`config.mk`:
```
export PLATFORM = sky130hd
export DESIGN_NAME = level_timer
export DESIGN_NICKNAME = d
export VERILOG_FILES = /design/src/rtl/level_timer.sv
export SDC_FILE = /design/constraint.sdc
export NUM_CORES = 1
export LEC_CHECK = 0
export CAP_MARGIN = 40
export CORE_MARGIN = 2
export CORE_UTILIZATION = 25
export DETAILED_ROUTE_END_ITERATION = 16
export SETUP_SLACK_MARGIN = 0.1
export SLEW_MARGIN = 20
export SYNTH_ARGS = -nofsm -noshare
export SYNTH_HDL_FRONTEND = slang
export SYNTH_SLANG_ARGS = --single-unit
```
`constraint.sdc`:
```
create_clock -name clk -period 3.7 [get_ports clk]
set_clock_uncertainty 0.05 [all_clocks]
set_input_delay 0.74 -clock clk [delete_from_list [all_inputs] [get_ports clk]]
set_output_delay 0.74 -clock clk [all_outputs]
set_load 0.01 [all_outputs]
```
`src/rtl/level_timer.sv`:
```
// Level countdown timer: loads an allotted time (in BCD seconds) for the
// current game level, counts it down once per TICK_DIV clocks while run
// is high, and flags a warning near the end and expiry at zero.
//
// Ports:
//   clk          - clock, rising-edge active
//   reset        - asynchronous, active-low reset
//   game_level   - current user level, selects the allotted time
//   load         - one-cycle request to load the allotted time
//   run          - level-sensitive countdown enable
//   time_bcd     - remaining seconds as BCD, units digit in [3:0]
//   running      - high while counting
//   warning      - high when 0 < remaining < WARN_SECS (counting or paused)
//   expired      - sticky expiry flag, cleared by the next load
//   expire_pulse - one-cycle strobe on entry to expiry
module level_timer #(
  parameter int unsigned NUM_DIGITS = 3,
  parameter int unsigned LEVEL_W    = 8,
  parameter int unsigned TICK_DIV   = 50000000,
  parameter int unsigned WARN_SECS  = 10
) (
  input  logic                    clk,
  input  logic                    reset,
  input  logic [LEVEL_W-1:0]      game_level,
  input  logic                    load,
  input  logic                    run,
  output logic [4*NUM_DIGITS-1:0] time_bcd,
  output logic                    running,
  output logic                    warning,
  output logic                    expired,
  output logic                    expire_pulse
);

  localparam int unsigned TIME_W = 4 * NUM_DIGITS;
  localparam int unsigned PRE_W  = $clog2(TICK_DIV);
  localparam logic [PRE_W-1:0]  PRE_MAX    = PRE_W'(TICK_DIV - 1);
  localparam logic [7:0]        WARN_BCD   = {4'(WARN_SECS / 10), 4'(WARN_SECS % 10)};
  localparam logic [TIME_W-1:0] RESET_TIME = TIME_W'(12'h200);

  typedef enum logic [1:0] {
    ST_IDLE    = 2'd0,
    ST_COUNT   = 2'd1,
    ST_PAUSED  = 2'd2,
    ST_EXPIRED = 2'd3
  } state_e;

  state_e              state_q, state_d;
  logic [TIME_W-1:0]   time_q, time_d;
  logic [PRE_W-1:0]    pre_q, pre_d;
  logic                running_q, running_d;
  logic                warning_q, warning_d;
  logic                expired_q, expired_d;
  logic                pulse_q, pulse_d;

  // Allotted seconds per level, as 3-digit BCD.
  function automatic logic [11:0] allot_bcd(input logic [LEVEL_W-1:0] lvl);
    logic [11:0] v;
    case (32'(lvl))
      32'd0:   v = 12'h200;
      32'd1:   v = 12'h100;
      32'd2:   v = 12'h060;
      32'd3:   v = 12'h055;
      32'd4:   v = 12'h050;
      32'd5:   v = 12'h045;
      32'd6:   v = 12'h035;
      32'd7:   v = 12'h030;
      32'd8:   v = 12'h025;
      32'd9:   v = 12'h020;
      32'd10:  v = 12'h015;
      default: v = 12'h010;
    endcase
    return v;
  endfunction

  // BCD decrement by one; only applied to a non-zero value.
  function automatic logic [TIME_W-1:0] bcd_dec(input logic [TIME_W-1:0] t);
    logic [TIME_W-1:0] r;
    logic              borrow;
    r      = t;
    borrow = 1'b1;
    for (int i = 0; i < NUM_DIGITS; i++) begin
      if (borrow) begin
        if (t[4*i +: 4] == 4'd0) begin
          r[4*i +: 4] = 4'd9;
        end else begin
          r[4*i +: 4] = t[4*i +: 4] - 4'd1;
          borrow      = 1'b0;
        end
      end
    end
    return r;
  endfunction

  // Next-state, counter and registered-output logic.
  always_comb begin
    state_d = state_q;
    time_d  = time_q;
    pre_d   = pre_q;
    pulse_d = 1'b0;

    if (load) begin
      // Load wins over a coincident tick or expiry.
      time_d  = TIME_W'(allot_bcd(game_level));
      pre_d   = '0;
      state_d = run ? ST_COUNT : ST_PAUSED;
    end else begin
      case (state_q)
        ST_COUNT: begin
          if (!run) begin
            state_d = ST_PAUSED;
          end else if (pre_q == PRE_MAX) begin
            pre_d  = '0;
            time_d = bcd_dec(time_q);
            if (time_d == '0) begin
              state_d = ST_EXPIRED;
              pulse_d = 1'b1;
            end
          end else begin
            pre_d = pre_q + PRE_W'(1);
          end
        end
        ST_PAUSED: begin
          // Prescaler is held, so the interrupted period resumes.
          if (run) state_d = ST_COUNT;
        end
        ST_IDLE, ST_EXPIRED: begin
        end
        default: state_d = ST_IDLE;
      endcase
    end

    running_d = (state_d == ST_COUNT);
    expired_d = (state_d == ST_EXPIRED);
    // BCD compares like binary, so the low two digits compare directly.
    warning_d = ((state_d == ST_COUNT) || (state_d == ST_PAUSED)) &&
                (time_d != '0) &&
                (time_d[TIME_W-1:8] == '0) &&
                (time_d[7:0] < WARN_BCD);
  end

  // State and output registers.
  always_ff @(posedge clk or negedge reset) begin
    if (!reset) begin
      state_q   <= ST_IDLE;
      time_q    <= RESET_TIME;
      pre_q     <= '0;
      running_q <= 1'b0;
      warning_q <= 1'b0;
      expired_q <= 1'b0;
      pulse_q   <= 1'b0;
    end else begin
      state_q   <= state_d;
      time_q    <= time_d;
      pre_q     <= pre_d;
      running_q <= running_d;
      warning_q <= warning_d;
      expired_q <= expired_d;
      pulse_q   <= pulse_d;
    end
  end

  assign time_bcd     = time_q;
  assign running      = running_q;
  assign warning      = warning_q;
  assign expired      = expired_q;
  assign expire_pulse = pulse_q;

endmodule

```
==> flow_summary.json <==
{
  "insertion_delay_ns": 0.30,
  "ys_ff_latch": 44,
  "syn_inst": 319,
  "cts_buffers": 5,
  "gp_routability_congestion": 0.858,
  "die_h_um": 109,
  "dpl_worst_slack_ns": 0.619,
  "grt.overflow.total": 0,
  "ir_worst_vdd_mv": 0.214,
  "layout-drive-gt1-share": 0.0826,
  "r2r_slack_ns": 0.67,
  "cts-root-buf": "clkbuf_8",
  "vias": 2535,
  "post-route-period-util": 0.819,
  "setup_viol": 0,
  "fin_nets": 374,
  "die_width_um": 109,
  "crit_path_start_kind": "flip-flop",
  "layout.cells.non_filler": 491,
  "synth.avg_cell_area_um2": 8.69,
  "path_class": "reg -> reg",
  "hold_viol": 0,
  "tns_ns": 0,
  "crit_buf_inv": 0,
  "path_clk_slew_ns": 0.09,
  "clockBufferDepth": 2,
  "worstMarginPinSlew_ns": 0.682,
  "port_buffers": 27,
  "maxCapViolations": 0,
  "start_util": 0.256,
  "synth_top_flop_cell": "dfrtp_1",
  "cp.arrival_ns": 3.19,
  "regToRegStartpoint": "pre_q[10]",
  "n_antenna_cell": 0,
  "critPathTopFamily": "simple AND/OR/NAND/NOR gates",
  "cts_resized": 0,
  "max_freq_ghz": 0.330,
  "ctsHoldBuffers": 0,
  "hpwl_um": 5320,
  "power.leakage_nw": 1.33,
  "synth_area_leaders": "dfrtp_1, nor2_1, ha_1",
  "rows": 38,
  "ys_seq_area_frac": 0.398,
  "yosys-top-cells-count": "dfrtp_1, nor2_1, nand2_1",
  "syn_to_final_growth_pct": 21.3,
  "antenna_found_initial": 0,
  "yosys_warnings": 0,
  "endpoint_kind": "flip-flop",
  "whs_ns": 0.340,
  "p_per_area_nw_per_um2": 353,
  "synth_top_area_share": 0.388,
  "cts.sinks": 44,
  "critPathMaxStageDelay_ns": 0.63,
  "synth_edf_count": 0,
  "ys_types": 53,
  "grt_pass1_wl_um": 11800,
  "netlist_area_um2": 2770,
  "wl_um": 7050,
  "cts_setup_buffers": 0,
  "ant_nets": 0,
  "grt_max_degree": 25,
  "htreeDepth": 2,
  "grt_pass1_vias": 2367,
  "timing.final.ws_setup_ns": 0.670,
  "relSlewSlack": 0.541,
  "cp_slowest_cell": "or4_1",
  "slew_violations": 0,
  "finalWorstPathRequiredPeriod_ns": 3.03,
  "crit_required_ns": 3.86,
  "critPathLaunch": "pre_q[10]",
  "drt_iter0_drc": 240,
  "synth_largest_area_cell": "dfrtp_1",
  "crit_chain": "nor4_4 > nand4_2 > or4_1 > a21oi_1 > nor3_1 > a311oi_1 > ha_1 > o2111ai_1 > nor4bb_2",
  "rsz0062_at_grt": "no",
  "synth_most_common_cell": "dfrtp_1",
  "status": "completed",
  "hold_path.class": "in -> async",
  "drcViolationCount": 0,
  "tritoncts": "yes",
  "crit_fanout": 9,
  "wl_per_cell_um": 14.4,
  "dieArea_um2": 11900,
  "vias_per_cell": 5.16,
  "syn_nets": 342,
  "async_reset_ff_frac": 1.00,
  "drt_first_pass_iters": 5,
  "grt_usage": 0.124,
  "core_um2": 10800,
  "io_pins": 28,
  "dp_cells": 484
}
==> final timing paths <==
kind	to	cells past startpoint
setup / recovery	warning	9
hold / removal	pre_q[16]	1
setup reg to reg	warning	9
hold reg to reg	pre_q[18]	2
max in group asynchronous	time_bcd[9]	2
min in group clk	pre_q[18]	2
==> cell type report <==
type / count / area [um2]
inverter: 11 / 41.3
clock inverter: 2 / 60.1
multi-input combinational: 256 / 1590
sequential: 44 / 1100
fill: 1136 / 7480
timing repair buffer: 33 / 320
clock buffer: 5 / 68.8
tap: 140 / 175
==> layer usage <==
metal	GRT usage	share of wire	up-vias
met3	0.0255	0.050	4
met2	0.197	0.46	70
met4	0.0362	0.011	0
met1	0.172	0.48	1229
met5	0	0	-
li1	-	-	1232
==> worst register-to-register path, cell delays in order (launching register included) <==
cell,delay [ns]
dfrtp_1,0.50
nor4_4,0.34
nand4_2,0.23
or4_1,0.63
a21oi_1,0.17
nor3_1,0.06
a311oi_1,0.38
ha_1,0.21
o2111ai_1,0.12
nor4bb_2,0.27
==> layout by cell type (no fill, tap or decap), drive strengths merged, types with 5 or more instances in the layout <==
| cell | instances |
|---|---|
| dfrtp | 43 |
| nor2 | 38 |
| nand2 | 34 |
| clkdlybuf4s50 | 26 |
| o21ai | 23 |
| a21oi | 18 |
| nor3 | 13 |
| nand4 | 12 |
| inv | 11 |
| ha | 11 |
| nand3 | 11 |
| xor2 | 9 |
| and3 | 8 |
| buf | 7 |
| nor4 | 6 |
| and4 | 5 |
| xnor2 | 5 |
| a31oi | 5 |
| clkbuf | 5 |
| or3 | 5 |
==> kinds of logic (layout without fill, tap and decap cells) <==
group | after synthesis | count (layout) | synth area share
XOR/XNOR | 14 | 14 | 0.0442
buffers and inverters | 19 | 51 | 0.0275
adder cells (fa/ha/maj) | 11 | 11 | 0.0496
AO/OA/AOI/OAI | 69 | 69 | 0.156
AND/OR/NAND/NOR | 158 | 158 | 0.310
multiplexers | 4 | 4 | 0.0144
flip-flops | 44 | 44 | 0.398
==> report_power, final <==
group / switching [mW] / leakage (nW) / internal [mW]
clock: 0.167 / 0.0642 / 0.266
combinational: 0.130 / 0.669 / 0.0949
sequential: 0.0226 / 0.600 / 0.506
total: 0.320 / 1.33 / 0.866
==> per-stage QoR <==
step | instance area (um2) | util | total power, mW
2_1_floorplan | 2770 | - | 0.668
3_3_place_gp | 3210 | 0.296 | 0.756
3_5_place_dp | 3230 | 0.298 | 0.765
4_1_cts | 3360 | 0.310 | 1.20
5_1_grt | 3360 | 0.310 | 1.26
6_report | 3360 | 0.310 | 1.19
==> flip-flops by register name (all words and copies together), names as in the netlist <==
signal and cells:
pre_q 26, expired 1, warning 1, expire_pulse 1
time_bcd 12, running 1, state_q 2
Power figures use the tool's default switching activity.
